<file path="config.mk">
export PLATFORM = sky130hd
export DESIGN_NAME = fb_stream_loader
export DESIGN_NICKNAME = d
export VERILOG_FILES = /design/src/rtl/hub75_pkg.sv /design/src/rtl/fb_stream_loader.sv
export SDC_FILE = /design/constraint.sdc
export NUM_CORES = 1
export LEC_CHECK = 0
export BUFFER_PORTS_ARGS = -buffer_cell sky130_fd_sc_hd__buf_2
export CAP_MARGIN = 20
export CORE_ASPECT_RATIO = 0.9
export CORE_MARGIN = 2
export CORE_UTILIZATION = 56
export CTS_BUF_LIST = sky130_fd_sc_hd__clkbuf_8
export CTS_CLUSTER_DIAMETER = 150
export DETAILED_ROUTE_END_ITERATION = 8
export PLACE_DENSITY = 0.81
export SLEW_MARGIN = 20
export SYNTH_ARGS = -nofsm -noshare
export SYNTH_HDL_FRONTEND = slang
export SYNTH_SLANG_ARGS = --single-unit
export TNS_END_PERCENT = 20
</file>
<file path="constraint.sdc">
create_clock -name clk -period 3.05 [get_ports clk]
set_input_delay 0.305 -clock clk [delete_from_list [all_inputs] [get_ports clk]]
set_output_delay 0.305 -clock clk [all_outputs]
set_load 0.01 [all_outputs]
</file>
<file path="src/rtl/hub75_pkg.sv">
// Shared HUB75 panel constants: frame buffer geometry, port width helpers
// and the stream loader state encodings.
package hub75_pkg;

   localparam int unsigned FB_N_BANKS       = 2;
   localparam int unsigned FB_ROWS_PER_BANK = 32;
   localparam int unsigned FB_N_ROWS_DEF    = FB_N_BANKS * FB_ROWS_PER_BANK;
   localparam int unsigned FB_N_COLS_DEF    = 64;
   localparam int unsigned FB_BITDEPTH_DEF  = 8;

   // Address width for a frame buffer dimension; never narrower than one bit.
   function automatic int unsigned fb_addr_w(input int unsigned depth);
      int unsigned w;
      w = 1;
      if (depth > 1) w = $clog2(depth);
      return w;
   endfunction

   typedef logic [2:0] fsl_state_t;

   localparam fsl_state_t FSL_SYNC      = 3'd0;
   localparam fsl_state_t FSL_FILL      = 3'd1;
   localparam fsl_state_t FSL_COMMIT    = 3'd2;
   localparam fsl_state_t FSL_FLIP      = 3'd3;
   localparam fsl_state_t FSL_FLIP_WAIT = 3'd4;

endpackage

</file>
<file path="src/rtl/fb_stream_loader.sv">
// Pixel stream to line-buffer loader: fills one row at a time, commits each
// row to the frame buffer and requests a frame flip after the last row.
module fb_stream_loader
   import hub75_pkg::*;
#(
   parameter int unsigned N_ROWS   = FB_N_ROWS_DEF,
   parameter int unsigned N_COLS   = FB_N_COLS_DEF,
   parameter int unsigned BITDEPTH = FB_BITDEPTH_DEF
) (
   input  logic                           clk,
   input  logic                           rst_n,
   input  logic [BITDEPTH-1:0]            s_data,
   input  logic                           s_sof,
   input  logic                           s_valid,
   output logic                           s_ready,
   output logic [fb_addr_w(N_ROWS)-1:0]   fbw_row_addr,
   output logic [fb_addr_w(N_COLS)-1:0]   fbw_col_addr,
   output logic [BITDEPTH-1:0]            fbw_data,
   output logic                           fbw_wren,
   output logic                           fbw_row_store,
   output logic                           fbw_row_swap,
   input  logic                           fbw_row_rdy,
   output logic                           frame_swap,
   input  logic                           frame_rdy,
   output logic                           sync_err,
   output logic                           frame_done
);

   localparam int unsigned ROW_W = fb_addr_w(N_ROWS);
   localparam int unsigned COL_W = fb_addr_w(N_COLS);
   localparam logic [ROW_W-1:0] ROW_LAST = ROW_W'(N_ROWS - 1);
   localparam logic [COL_W-1:0] COL_LAST = COL_W'(N_COLS - 1);

   fsl_state_t          state_q, state_d;
   logic [ROW_W-1:0]    row_q, row_d;
   logic [COL_W-1:0]    col_q, col_d;
   logic                s_ready_q, s_ready_d;
   logic                wren_q, wren_d;
   logic [BITDEPTH-1:0] data_q, data_d;
   logic [ROW_W-1:0]    row_addr_q, row_addr_d;
   logic [COL_W-1:0]    col_addr_q, col_addr_d;
   logic                row_store_q, row_store_d;
   logic                row_swap_q, row_swap_d;
   logic                frame_swap_q, frame_swap_d;
   logic                sync_err_q, sync_err_d;
   logic                frame_done_q, frame_done_d;

   logic                accept;
   logic                at_origin;
   logic                wr_en;
   logic [ROW_W-1:0]    wr_row;
   logic [COL_W-1:0]    wr_col;

   always_comb begin
      state_d      = state_q;
      row_d        = row_q;
      col_d        = col_q;
      wren_d       = 1'b0;
      data_d       = data_q;
      row_addr_d   = row_addr_q;
      col_addr_d   = col_addr_q;
      row_store_d  = 1'b0;
      row_swap_d   = 1'b0;
      frame_swap_d = 1'b0;
      sync_err_d   = 1'b0;
      frame_done_d = 1'b0;
      wr_en        = 1'b0;
      wr_row       = row_q;
      wr_col       = col_q;
      accept       = s_valid & s_ready_q;
      at_origin    = (row_q == '0) && (col_q == '0);

      case (state_q)
         FSL_SYNC: begin
            if (accept && s_sof) begin
               wr_en  = 1'b1;
               wr_row = '0;
               wr_col = '0;
            end
         end
         FSL_FILL: begin
            if (accept) begin
               if (s_sof && !at_origin) begin
                  // Early SOF: drop the partial row and restart the frame here.
                  sync_err_d = 1'b1;
                  wr_en      = 1'b1;
                  wr_row     = '0;
                  wr_col     = '0;
               end else if (!s_sof && at_origin) begin
                  sync_err_d = 1'b1;
                  state_d    = FSL_SYNC;
               end else begin
                  wr_en = 1'b1;
               end
            end
         end
         FSL_COMMIT: begin
            if (fbw_row_rdy) begin
               row_store_d = 1'b1;
               row_swap_d  = 1'b1;
               row_addr_d  = row_q;
               if (row_q == ROW_LAST) begin
                  state_d = FSL_FLIP;
               end else begin
                  row_d   = row_q + 1'b1;
                  state_d = FSL_FILL;
               end
            end
         end
         FSL_FLIP: begin
            frame_swap_d = 1'b1;
            state_d      = FSL_FLIP_WAIT;
         end
         FSL_FLIP_WAIT: begin
            if (frame_rdy) begin
               frame_done_d = 1'b1;
               row_d        = '0;
               col_d        = '0;
               state_d      = FSL_FILL;
            end
         end
         default: begin
            state_d = FSL_SYNC;
            row_d   = '0;
            col_d   = '0;
         end
      endcase

      // Every accepted, kept word goes through the same write/advance path.
      if (wr_en) begin
         wren_d     = 1'b1;
         data_d     = s_data;
         row_addr_d = wr_row;
         col_addr_d = wr_col;
         row_d      = wr_row;
         if (wr_col == COL_LAST) begin
            col_d   = '0;
            state_d = FSL_COMMIT;
         end else begin
            col_d   = wr_col + 1'b1;
            state_d = FSL_FILL;
         end
      end

      s_ready_d = (state_d == FSL_SYNC) || (state_d == FSL_FILL);
   end

   always_ff @(posedge clk or negedge rst_n) begin
      if (!rst_n) begin
         state_q      <= FSL_SYNC;
         row_q        <= '0;
         col_q        <= '0;
         s_ready_q    <= 1'b0;
         wren_q       <= 1'b0;
         data_q       <= '0;
         row_addr_q   <= '0;
         col_addr_q   <= '0;
         row_store_q  <= 1'b0;
         row_swap_q   <= 1'b0;
         frame_swap_q <= 1'b0;
         sync_err_q   <= 1'b0;
         frame_done_q <= 1'b0;
      end else begin
         state_q      <= state_d;
         row_q        <= row_d;
         col_q        <= col_d;
         s_ready_q    <= s_ready_d;
         wren_q       <= wren_d;
         data_q       <= data_d;
         row_addr_q   <= row_addr_d;
         col_addr_q   <= col_addr_d;
         row_store_q  <= row_store_d;
         row_swap_q   <= row_swap_d;
         frame_swap_q <= frame_swap_d;
         sync_err_q   <= sync_err_d;
         frame_done_q <= frame_done_d;
      end
   end

   assign s_ready       = s_ready_q;
   assign fbw_row_addr  = row_addr_q;
   assign fbw_col_addr  = col_addr_q;
   assign fbw_data      = data_q;
   assign fbw_wren      = wren_q;
   assign fbw_row_store = row_store_q;
   assign fbw_row_swap  = row_swap_q;
   assign frame_swap    = frame_swap_q;
   assign sync_err      = sync_err_q;
   assign frame_done    = frame_done_q;

endmodule

</file>
* Word level (Yosys, flattened, before mapping)
Cells that the tools add are included.
** Operators by class
- Reductions and logical operators :: 18
- Bitwise logic cells :: 1
- Eq/ne operators :: 12
- Mux-type cells :: 43
- Add/sub/neg operators :: 2
** Operators by type and width (count)
- 2-to-1 mux 6 bit :: 15
- case mux 6 bit (2 select lines) :: 3
- 2-to-1 mux 3 bit :: 6
- case mux 6 bit (3 select lines) :: 1
- case mux 3 bit (5 select lines) :: 1
- 2-to-1 mux 1 bit :: 14
- adder 6 x 1 -> 6 bit (second input constant) :: 2
- equality test 6 bit (second input constant) :: 2
- zero test 6 bit :: 2
- inequality test 3 bit (second input constant) :: 3
- equality test 3 x 1 -> 1 bit (second input constant) :: 2
- equality test 3 x 2 -> 1 bit (second input constant) :: 2
- zero test 3 bit :: 2
- logical AND 1 bit :: 4
- 2-to-1 mux 2 bit :: 2
- inequality test 2 x 1 -> 1 bit (second input constant) :: 2
- AND reduction 2 bit :: 2
- AND reduction 4 bit :: 1
- nonzero test 2 bit :: 2
- OR reduction 4 bit :: 1
- equality test 3 bit (second input constant) :: 1
- OR reduction 3 bit :: 1
- zero test 1 bit :: 2
- case mux 1 bit (2 select lines) :: 1
- 2 further kinds :: 2
** Word-level totals
- Word-level logic and storage cells :: 88
- Input bits :: 14
- Flip-flop bits (word level) :: 41

* Logic depth before layout (Yosys ltp)
Gate-level depths: netlist of run 1.
- Depth after elaboration :: 12
- Mapped depth :: 13

* Worst setup path after synthesis of run 1
Ideal clock, no wire load.
- Path kind :: register to register
- From :: register row_q[0]
- To :: register state_q[0]
- Setup time :: 0.131 ns
- Cell stages (with the launch flop) :: 14
- Required time :: 2.919 ns
- Arrival time :: 2.536 ns
- Slack :: 0.383 ns
- Buffers on the path :: 0
- Cell sequence :: dfrtp_1 -> inv_1 -> ha_1 -> nor4b_1 -> and3_1 -> inv_1 -> ha_1 -> a21boi_0 -> o21ai_0 -> inv_1 -> ha_1 -> a41o_1 -> a21oi_1 -> or3_1
** Between the ends
- Word-level cells in the longest chain between the ends :: 10
- Elaborated cells on any way between the ends :: 19
- Those cells by class :: eq/ne: 1; mux: 13; reduce/logical: 5
** Ends and longest elaborated chain
- start, declared :: RTL line fb_stream_loader.sv:35 : logic [ROW_W-1:0] row_q, row_d;
- start signal, assigned :: RTL line fb_stream_loader.sv:165 : row_q <= row_d;
- zero test 6 bit :: RTL line fb_stream_loader.sv:71 : at_origin = (row_q == '0) && (col_q == '0);
- logical AND 1 bit :: RTL line fb_stream_loader.sv:71
- zero test 1 bit :: RTL line fb_stream_loader.sv:83 : if (s_sof && !at_origin) begin
- logical AND 1 bit :: RTL line fb_stream_loader.sv:83
- 2-to-1 mux 6 bit :: RTL line fb_stream_loader.sv:83
- 2-to-1 mux 6 bit :: RTL line fb_stream_loader.sv:82 : if (accept) begin
- case mux 6 bit (2 select lines) :: RTL line fb_stream_loader.sv:73 : case (state_q)
- net wr_col[0] :: RTL line fb_stream_loader.sv:52 : logic [COL_W-1:0] wr_col;
- equality test 6 bit :: RTL line fb_stream_loader.sv:136 : if (wr_col == COL_LAST) begin
- 2-to-1 mux 2 bit :: RTL line fb_stream_loader.sv:136
- 2-to-1 mux 3 bit :: RTL line fb_stream_loader.sv:130 : if (wr_en) begin
- net state_d[0] :: RTL line fb_stream_loader.sv:34 : fsl_state_t state_q, state_d;
- end signal, assigned :: RTL line fb_stream_loader.sv:164 : state_q <= state_d;
- end, declared :: RTL line fb_stream_loader.sv:34
The timed path passes the listed nets, and every way through them passes these cells.
A chain may end at the register's enable or synchronous reset.

* Final worst setup path of run 1
Same ends and word-level chain as after synthesis.

==> impl_results.md, run 1 <==
* Status: finished, final reports clean
* Overall routing resource usage at 22.4%
* Initial Utilization at between 50% and 60%
* Async set or reset register ratio after synthesis at between 90% and 100%
* Grt total ovfl at 0
* Peak VDD IR at 0.430 mV
* CTS tree: yes
* CTS Hold Buffers Added at 0
* Netlist cell types at 52
* CTS sink cnt at 41
* Leakage at 0.00118 µW
* Placed Cells at 268
* Finished Layout Cells at 276
* Die X at 67.2 µm
* Rel. slew slack at about two fifths
* Clk Latency, worst-skew pair at 300 ps
* Kind of critical path: flop to flop
* Clock slew at reported path FFs at about 80 ps
* Final hold viol count at 0
* Post-CTS sizing at 1
* Post-CTS Setup Repair Bufs at 0
* Arr. time, crit path at 3030 ps
* Crit path time final at 2850 ps
* Peak Freq at 351 MHz
* Worst slack, placed at 16.4 ps
* DP HPWL at ~2.8 mm
* Max clock buf depth at 2
* # diodes at 0
* Max-capacitance violation count at 0
* Largest net degree at the start of global routing at 42
* Drt wl/cell at between 10 and 15 µm
* Avg Vias per Cell at 5.82
* Via count at 1607
* Critical path data required time at 3230 ps
* Number of synthesized flops with an enable pin at 0
* Ports at 41
* Post-Syn Area at 2010 µm²
* Register area share after synthesis at 51.0%
* Routed wire length at between 4 and 5 mm
* Kind of end point of the critical path: flop
* Layout cells sized above 1 at 29.7%
* Drt first pass iters at 4
* Synthesis-to-layout area growth at 16.7%
* Post-synth top flop: dfrtp_1
* First-pass GRT wire length at 6.67 mm
* Synth Register Bits at 41
* Vias in the first global route at between 1000 and 1500
* Final setup violation count at 0
* Reg2Reg Depth at 13
* Synthesized net count at 208
* CTS root buf: clkbuf_8
* Total power per unit cell area at 752 nW/µm²
* RD Place Congestion at 0.814
* Area of the die at about 4100 µm²
* Slew @ Worst Pin at just under 900 ps
* # port buffers at 40
* Die height at 60.8 µm
* Residual DRC at 0
* DRT antenna net count at 0
* Initial antenna violation count at 0
* H-Tree Depth at 2
* Worst-case clock skew at just under 7 ps
* Total Nets Final at between 200 and 300
* Core region area at ~3400 µm²
* Slew Limit Fails at 0
* Syn Area/Cell at 10.6 µm²
* Final WS setup at 203 ps
* CTS Buf Count at 5
* Crit share post-route at between 90% and 100%
* Yosys warns at 0
* Hold Crit Class: input pin to asynchronous set/reset pin
* Worst Path Max Fanout at 7
* Core Rows at 20
* Worst Setup Start Kind: flop
* Starting DRT DRC Count at 64
* Gate Count Post-Synth at between 150 and 200
area by class of cell:
type                       instances  area, µm²
timing repair buffer              43        223
multi-input combinational        131        890
sequential                        41       1030
inverter                           9       38.8
tap                               44       55.1
clock inverter                     3       46.3
fill                             269       1060
clock buffer                       5       68.8
sequential cells by signal, indices dropped and copies added (netlist names):
| register | flops |
|---|---|
| fbw_data | 8 |
| row_q | 6 |
| s_ready | 1 |
| state_q | 3 |
| fbw_col_addr | 6 |
| col_q | 6 |
| frame_swap | 1 |
| sync_err | 1 |
| fbw_wren | 1 |
| fbw_row_swap | 1 |
| frame_done | 1 |
| fbw_row_addr | 6 |
metal layers:
metal	vias to the layer above	GRT usage (%)	wire length (µm)
met5	-	0	0
met4	0	10.5	63
met3	7	5.38	300
met2	63	35.4	1810
met1	764	29.7	1930
li1	773	-	-
worst max-delay path, cell delays in order (launching register included):
cell      delay (ps)
dfrtp_1          440
inv_1             80
ha_1             130
nor4b_1          230
and3_1           220
inv_1             50
ha_1             260
a21boi_2         200
o21ai_1          130
inv_1            100
ha_2             230
a41o_1           170
a21oi_1          110
or3_1            380
final timing paths:
check	slack, ps	from	endpoint
max	200	row_q[0]$_DFFE_PN0P_	state_q[0]$_DFF_PN0_
min in group clk	190	s_data[4]	fbw_data[4]$_DFFE_PN0N_
min reg2reg	480	fbw_data[0]$_DFFE_PN0N_	fbw_data[0]$_DFFE_PN0N_
max reg2reg	200	row_q[0]$_DFFE_PN0P_	state_q[0]$_DFF_PN0_
min	120	rst_n	row_q[2]$_DFFE_PN0P_
max in group asynchronous	2370	rst_n	fbw_col_addr[5]$_DFFE_PN0N_
stage by stage:
stage / hold WS, ps / util, % / TNS (ps) / cell area, µm² / total power (µW)
6_report: 123 / 69.0 / 0 / 2350 / 1760
5_1_grt: 184 / 69.0 / -20.1 / 2350 / 1880
4_1_cts: 147 / 68.8 / 0 / 2340 / 1770
3_5_place_dp: 462 / 65.4 / 0 / 2230 / 1320
3_3_place_gp: 453 / 65.4 / 0 / 2230 / 1310
2_1_floorplan: 9.41 / - / 0 / 2010 / 1160
cells by family (layout without fill, tap and decap cells):
group	count (synthesis)	after routing	synth area share [%]
buffers and inverters	17	60	5.04
adders and majority gates	5	5	3.11
xor gates and xnor gates	2	2	0.871
and+or+nand+nor	74	74	20.7
muxes	1	1	0.560
DFF	41	41	51.0
AOI/OAI and AO/OA	49	49	18.7
cells in the final DEF, fill, tap and decap left out, types with 2 or more instances in the layout:
cell type	n
clkinv_4	2
nand3_1	4
and4_1	2
clkbuf_8	5
nor2_1	7
inv_1	8
a22o_1	12
nor3_1	2
xnor2_1	2
dfrtp_1	41
ha_1	4
and3_1	4
buf_2	40
o21ai_0	7
a32o_1	2
a21oi_1	6
nand4_1	2
nor4b_1	2
a41o_1	2
buf_4	3
nand2_1	33
a31oi_1	8
and2_1	2
power breakdown:
group          internal, µW  switching, µW  total, µW
combinational           248            333        581
clock                   245            192        436
sequential              651           96.1        747
cell usage after synthesis (2+ instances only):
master   instances  share of area (%)
xnor2_1          2               0.87
ha_1             5                3.1
buf_2            2               0.50
buf_6            3                1.7
o21ai_0          8                2.0
nand2_1         33                6.2
and3_1           4                1.2
and2_1           2               0.62
nand3_1          4                1.0
a32o_1           2                1.0
inv_1            8                1.5
buf_4            2               0.75
a21oi_1          6                1.5
nand4_1          2               0.62
dfrtp_1         41                 51
a41o_1           2                1.0
and4_1           2               0.87
nor2_1           7                1.3
a31oi_1          8                2.5
a22o_1          12                5.2
nor3_1           2               0.50
nor4b_1          2               0.87
No activity file was read; power rests on OpenSTA's default activity.
==> inputs of run 2 (changes only) <==
--- a/config.mk
+++ b/config.mk
@@ -5,15 +5,16 @@
 export SDC_FILE = /design/constraint.sdc
 export NUM_CORES = 1
 export LEC_CHECK = 0
+export ABC_AREA = 1
 export BUFFER_PORTS_ARGS = -buffer_cell sky130_fd_sc_hd__buf_2
 export CAP_MARGIN = 20
 export CORE_ASPECT_RATIO = 0.9
 export CORE_MARGIN = 2
-export CORE_UTILIZATION = 56
+export CORE_UTILIZATION = 57
 export CTS_BUF_LIST = sky130_fd_sc_hd__clkbuf_8
 export CTS_CLUSTER_DIAMETER = 150
 export DETAILED_ROUTE_END_ITERATION = 8
-export PLACE_DENSITY = 0.81
+export PLACE_DENSITY = 0.82
 export SLEW_MARGIN = 20
 export SYNTH_ARGS = -nofsm -noshare
 export SYNTH_HDL_FRONTEND = slang
==> run 2 against run 1 <==
- critical path depth grew 5
- highest routed layer unchanged
- clock-buffer cell count increased by 1
- clock skew barely moved
- hold slack better by 2.7 ps
- routed wire length up 2.6%
- largest cell class unchanged
- register-to-register slack improved by 40 ps
==> impl_results.md, run 2 <==
* CTS sink cnt at 41
* Commonest non-fill, non-tap cell in the layout: nand2_1
* Hold Crit Class: input pin to asynchronous set/reset pin
* CTS Buf Count at 5
* DRT antenna net count at 0
* Die X at 67.2 µm
* Crit path time final at 2810 ps
* Max clock buf depth at 2
* Arr. time, crit path at 2990 ps
* Worst-case clock skew at around 6.6 ps
* Largest area contributor in the netlist: dfrtp_1
* Layout cells sized above 1 at 26.8%
* Initial Utilization at 60.3%
* Status: finished, final reports clean
* Kind of cell adding the most delay to the critical path: simple AND/OR/NAND/NOR gates
* Slowest cell on crit path: dfrtp_1
* Count leader, synth: nand2_1
* Gate Count Post-Synth at roughly 240
* Bufs and invs on worst path at 4
* Post-synth top flop: dfrtp_1
* CTS tree: yes
* Critical path data required time at 3240 ps
* Commonest cells after routing, fill and taps aside: nand2_1, dfrtp_1, buf_2
* Kind of end point of the critical path: flop
* Fillers at 290
* RD Place Congestion at 0.861
* Synth area leaders: dfrtp_1, nand2_1, inv_1
* Max-capacitance violation count at 0
* Top cell type's share of synthesized area at 50.0%
* Peak Freq at 356 MHz
* H-Tree Depth at 2
* First-pass GRT wire length at 7.02 mm
* Residual DRC at 0
* Synth top cells by count: nand2_1, dfrtp_1, inv_1
* Routed wire length at about 4.2 mm
* Avg Vias per Cell at between 5 and 6
* Worst path cell trace: inv_1, ha_1, nand2_1, nor3_1, and3_1, inv_1, ha_1, inv_1, nor2_1, nand2_2, nand2_2, nor2_1, ha_1, inv_1, nor2_2, nand3_2, o21bai_2, nor2_1
* Peak VDD IR at ~0.45 mV
* Synthesized net count at ~260
* Total power per unit cell area at 740 nW/µm²
* Largest net degree at the start of global routing at 42
* DP HPWL at 2.98 mm
* Ports at between 40 and 50
* Die height at 60.9 µm
* Synthesis-to-layout area growth at 16.0%
* Via count at 1717
* Crit share post-route at between 90% and 100%
* Final setup violation count at 0
* Max incr delay on CP at between 400 and 500 ps
* Grt total ovfl at 0
* Area of the die at a little over 4000 µm²
* Drt first pass iters at 4
* Total Power at 1760 µW
* Setup_tns at 0 ps
* Largest register FFs at 8
* Multi-input gate area at 846 µm²
* Synth Register Bits at 41
* Core Rows at 20
* Netlist cell types at 32
* Total Nets Final at 298
* Starting DRT DRC Count at ~150
* Post-CTS Setup Repair Bufs at 0
* Slew Limit Fails at 0
* Post-Syn Area at 2050 µm²
* Rel. slew slack at 40.8%
* Register area share after synthesis at 50.0%
* # port buffers at 40
* Leakage at 0.00123 µW
* Register area at 1030 µm²
* Most common cell on crit path: inv_1
* # diodes at 0
* Clock slew at reported path FFs at 80 ps
* CTS Hold Buffers Added at 0
* Post-CTS sizing at 0
* CTS root buf: clkbuf_8
* Async set or reset register ratio after synthesis at 100%
* Syn Area/Cell at 8.58 µm²
* Kind of critical path: flop to flop
* RSZ-0062 raised after global routing: false
* Vias in the first global route at 1494
* Worst Setup Start Kind: flop
* Core region area at roughly 3400 µm²
* Slew @ Worst Pin at 888 ps
* Drt wl/cell at 13.0 µm
* Worst Path Max Fanout at 10
* Number of synthesized flops with an enable pin at 0
* Yosys warns at 0
* Overall routing resource usage at 23.7%
* Initial antenna violation count at 0
* Clk Latency, worst-skew pair at 300 ps
* Final hold viol count at 0
-- run 2: cell count changes in the layout (fill, tap and decap cells not counted), moves of 7 or more --
cell,delta
a22o_1,-12
a31oi_1,-7
inv_1,+24
nand2_1,+22
nand3_1,+13
o21ai_0,+9
-- run 2: worst register-to-register path: stages (launching register included) --
cell	delay (ps)
dfrtp_1	440
inv_1	120
ha_1	150
nand2_1	50
nor3_1	150
and3_1	200
inv_1	60
ha_1	180
inv_1	70
nor2_1	50
nand2_2	90
nand2_2	150
nor2_1	200
ha_1	220
inv_1	60
nor2_2	160
nand3_2	140
o21bai_2	170
nor2_1	60
-- run 2: area by class of cell --
type	count	area share, %
repair buffers	41	8.73
flip-flops and latches	41	43.1
clock inverters	2	1.42
well taps	44	2.31
inverters	34	5.37
multi-input cells	156	35.6
clock buffers	6	3.47
-- run 2: path summary, 6_finish.rpt --
| path | slack [ps] | start | to | depth (start not counted) |
|---|---|---|---|---|
| setup / recovery | 240 | row_q[0]$_DFFE_PN0P_ | s_ready$_DFF_PN0_ | 18 |
| hold / removal | 130 | rst_n | frame_swap$_DFF_PN0_ | 1 |
| setup reg to reg | 240 | row_q[0]$_DFFE_PN0P_ | s_ready$_DFF_PN0_ | 18 |
| hold reg to reg | 470 | fbw_data[2]$_DFFE_PN0N_ | fbw_data[2]$_DFFE_PN0N_ | 2 |
| max in group asynchronous | 2370 | rst_n | fbw_row_addr[0]$_DFFE_PN0P_ | 1 |
| min in group clk | 210 | s_data[7] | fbw_data[7]$_DFFE_PN0N_ | 3 |
-- run 2: kinds of logic (layout without fill, tap and decap cells) --
group	count (synthesis)	count (layout)	share of synthesized area, %
AO/OA/AOI/OAI	36	36	11.2
buffers and inverters	42	83	8.72
adder cells (fa/ha/maj)	5	5	3.05
XOR/XNOR	4	4	1.71
AND/OR/NAND/NOR	111	111	25.3
flip-flops	41	41	50.0
-- run 2: power breakdown --
group | leakage, µW | internal, µW | switching, µW
combinational | 0.000621 | 194 | 400
sequential | 0.000542 | 654 | 65.2
clock | 0.0000626 | 263 | 183
-- run 2: per-stage QoR --
stage | util (%) | setup WS, ps | instances | area [µm²] | hold slack (ps)
6_report | 69.9 | 243 | 324 | 2380 | 126
3_5_place_dp | 66.5 | 305 | 316 | 2260 | 453
5_1_grt | 69.9 | 4.48 | 324 | 2380 | 196
2_1_floorplan | - | 670 | 239 | 2050 | 9.41
3_3_place_gp | 66.5 | 378 | 316 | 2260 | 450
4_1_cts | 69.9 | 263 | 324 | 2380 | 156
-- run 2: layer usage --
layer | vias up | track usage [%] | wire, µm
li1 | 840 | - | -
met5 | - | 0 | 0
met2 | 46 | 36.8 | 2020
met1 | 822 | 32.1 | 1910
met4 | 0 | 10.5 | 91
met3 | 9 | 5.75 | 197
==> inputs of run 3 (changes only) <==
--- a/config.mk
+++ b/config.mk
@@ -10,11 +10,12 @@
 export CAP_MARGIN = 20
 export CORE_ASPECT_RATIO = 0.9
 export CORE_MARGIN = 2
-export CORE_UTILIZATION = 57
-export CTS_BUF_LIST = sky130_fd_sc_hd__clkbuf_8
+export CORE_UTILIZATION = 54
 export CTS_CLUSTER_DIAMETER = 150
 export DETAILED_ROUTE_END_ITERATION = 8
-export PLACE_DENSITY = 0.82
+export MAX_ROUTING_LAYER = met4
+export PLACE_DENSITY = 0.79
+export SKIP_LAST_GASP = 1
 export SLEW_MARGIN = 20
 export SYNTH_ARGS = -nofsm -noshare
 export SYNTH_HDL_FRONTEND = slang
==> run 3 against run 2 <==
- register-to-register slack gained 100 ps
- critical endpoint unchanged
- hold slack gained 1.1 ps
- routed wire length shrank 1.6%
- largest cell class unchanged
- sequential cell count is the same
==> impl_results.md, run 3 (synthesis results as in run 2) <==
* Finished Cell Area at 2380 µm²
* Final setup violation count at 0
* Avg Vias per Cell at 5.12
* Rel. slew slack at 40.3%
* Post-CTS Setup Repair Bufs at 0
* Worst Path Max Fanout at 10
* # diodes at 0
* Hold Crit Class: input pin to asynchronous set/reset pin
* CTS Hold Buffers Added at 0
* Hold WS at 127 ps
* Largest register FFs at 8
* Sequential group share of total power at around two fifths
* Net switching power at 657 µW
* Max clock buf depth at 2
* Synthesis-to-layout area growth at 16.1%
* Status: finished, final reports clean
* Drt first pass iters at 4
* Kind of end point of the critical path: flop
* Commonest cells after routing, fill and taps aside: nand2_1, dfrtp_1, buf_2
* Residual DRC at 0
* Kind of cell adding the most delay to the critical path: simple AND/OR/NAND/NOR gates
* Via count at 1669
* CTS sink cnt at between 40 and 50
* Post-placement cell area at 2260 µm²
* Total Nets Final at about 300
* Clock slew at reported path FFs at 80 ps
* Setup_tns at 0 ps
* Part of the power in combinational logic at 33.5%
* DP HPWL at between 2 and 3 mm
* Slew Limit Fails at 0
* Vias in the first global route at 1583
* Area of the die at 4310 µm²
* Slowest cell on crit path: dfrtp_1
* Peak Freq at around 370 MHz
* Bufs and invs on worst path at 4
* Initial Utilization at a little under three fifths
* H-Tree Depth at 2
* Worst path cell trace: inv_1, ha_1, nand2_1, nor3_1, and3_1, inv_1, ha_1, inv_1, nor2_1, nand2_2, nand2_2, nor2_1, ha_1, inv_1, nor2_2, nand3_2, o21bai_2, nor2_1
* RD Place Congestion at 0.864
* CTS tree: yes
* First-pass GRT wire length at 7.37 mm
* CTS Buf Count at 5
* Final core occ at 64.7%
* Commonest non-fill, non-tap cell in the layout: nand2_1
* Final hold viol count at 0
* Most common cell on crit path: inv_1
* RSZ-0062 raised after global routing: false
* # port buffers at 40
* Initial antenna violation count at 0
* Worst-case clock skew at between 10 and 15 ps
* Total power per unit cell area at 743 nW/µm²
* Int Power at 1110 µW
* Starting DRT DRC Count at 85
* Grt total ovfl at 0
* Drt wl/cell at 12.7 µm
* Worst Setup Start Kind: flop
* Switching part of the total power at between 30% and 40%
* Slew @ Worst Pin at 896 ps
* Ports at a little over 40
* Core region area at 3680 µm²
* Max incr delay on CP at 410 ps
* Post-CTS sizing at 0
* Die X at approximately 70 µm
* Leakage at around 0.0012 µW
* Clock Power Share at 25.9%
* DRT antenna net count at 0
* Die height at 62.5 µm
* Core Rows at 21
* Crit share post-route at around nine tenths
* CTS root buf: clkbuf_8
* Layout cells sized above 1 at 26.8%
* Largest net degree at the start of global routing at 42
* Arr. time, crit path at 2900 ps
* Kind of critical path: flop to flop
* Critical path data required time at 3240 ps
* Fillers at 319
* Clk Latency, worst-skew pair at 300 ps
* Overall routing resource usage at 23.6%
* Peak VDD IR at 0.418 mV
* Max-capacitance violation count at 0
* Routed wire length at a little over 4 mm
* Crit path time final at 2710 ps
-- run 3: cell count changes in the layout (fill, tap and decap cells not counted) --
cell	delta
clkbuf_1	+1
inv_1	-1
-- run 3: path summary, 6_finish.rpt --
path	from	endpoint	slack, ps	depth (start not counted)
worst max-delay path	row_q[1]$_DFFE_PN0P_	s_ready$_DFF_PN0_	340	18
worst min register to register	fbw_data[0]$_DFFE_PN0N_	fbw_data[0]$_DFFE_PN0N_	470	2
max in group asynchronous	rst_n	fbw_data[0]$_DFFE_PN0N_	2360	1
worst max register to register	row_q[1]$_DFFE_PN0P_	s_ready$_DFF_PN0_	340	18
min in group clk	s_data[3]	fbw_data[3]$_DFFE_PN0N_	210	3
worst min-delay path	rst_n	state_q[1]$_DFF_PN0_	130	1
-- run 3: layout make-up --
type	instances	area [µm²]	area share [%]
repair buffers	41	208	8.72
well taps	46	57.6	2.42
flip-flops and latches	41	1030	43.1
clock inverters	1	30.0	1.26
inverters	34	128	5.36
clock buffers	7	86.3	3.63
multi-input cells	156	846	35.5
-- run 3: power groups by stage --
stage | combinational (µW) | clock, µW | sequential (µW)
2_1_floorplan | 387 | 0 | 762
3_3_place_gp | 581 | 0 | 726
3_5_place_dp | 592 | 0 | 730
4_1_cts | 596 | 463 | 719
5_1_grt | 683 | 493 | 736
6_report | 593 | 458 | 720
-- run 3: per-layer routing --
| metal | vias up | share of wire [%] | track usage, % |
|---|---|---|---|
| met5 | - | 0 | - |
| met4 | 0 | 0.94 | 7.84 |
| met3 | 4 | 5.5 | 7.03 |
| met2 | 48 | 46 | 32.6 |
| met1 | 771 | 47 | 33.3 |
| li1 | 846 | - | - |
-- run 3: worst reg2reg max path: cells and delay by family, from the launching register on --
kind | cells | cell delay [ps]
compound gates | 1 | 170
fa+ha+maj | 3 | 520
buf+inv | 4 | 310
flops | 1 | 410
simple gates | 10 | 1210
-- run 3: metrics by stage --
step | power [µW] | std cells | setup slack [ps]
finish | 1770 | 326 | 343
CTS | 1780 | 326 | 345
floorplan | 1150 | 239 | 670
global placement | 1310 | 318 | 508
detailed placement | 1320 | 318 | 364
global route | 1910 | 326 | 31.1
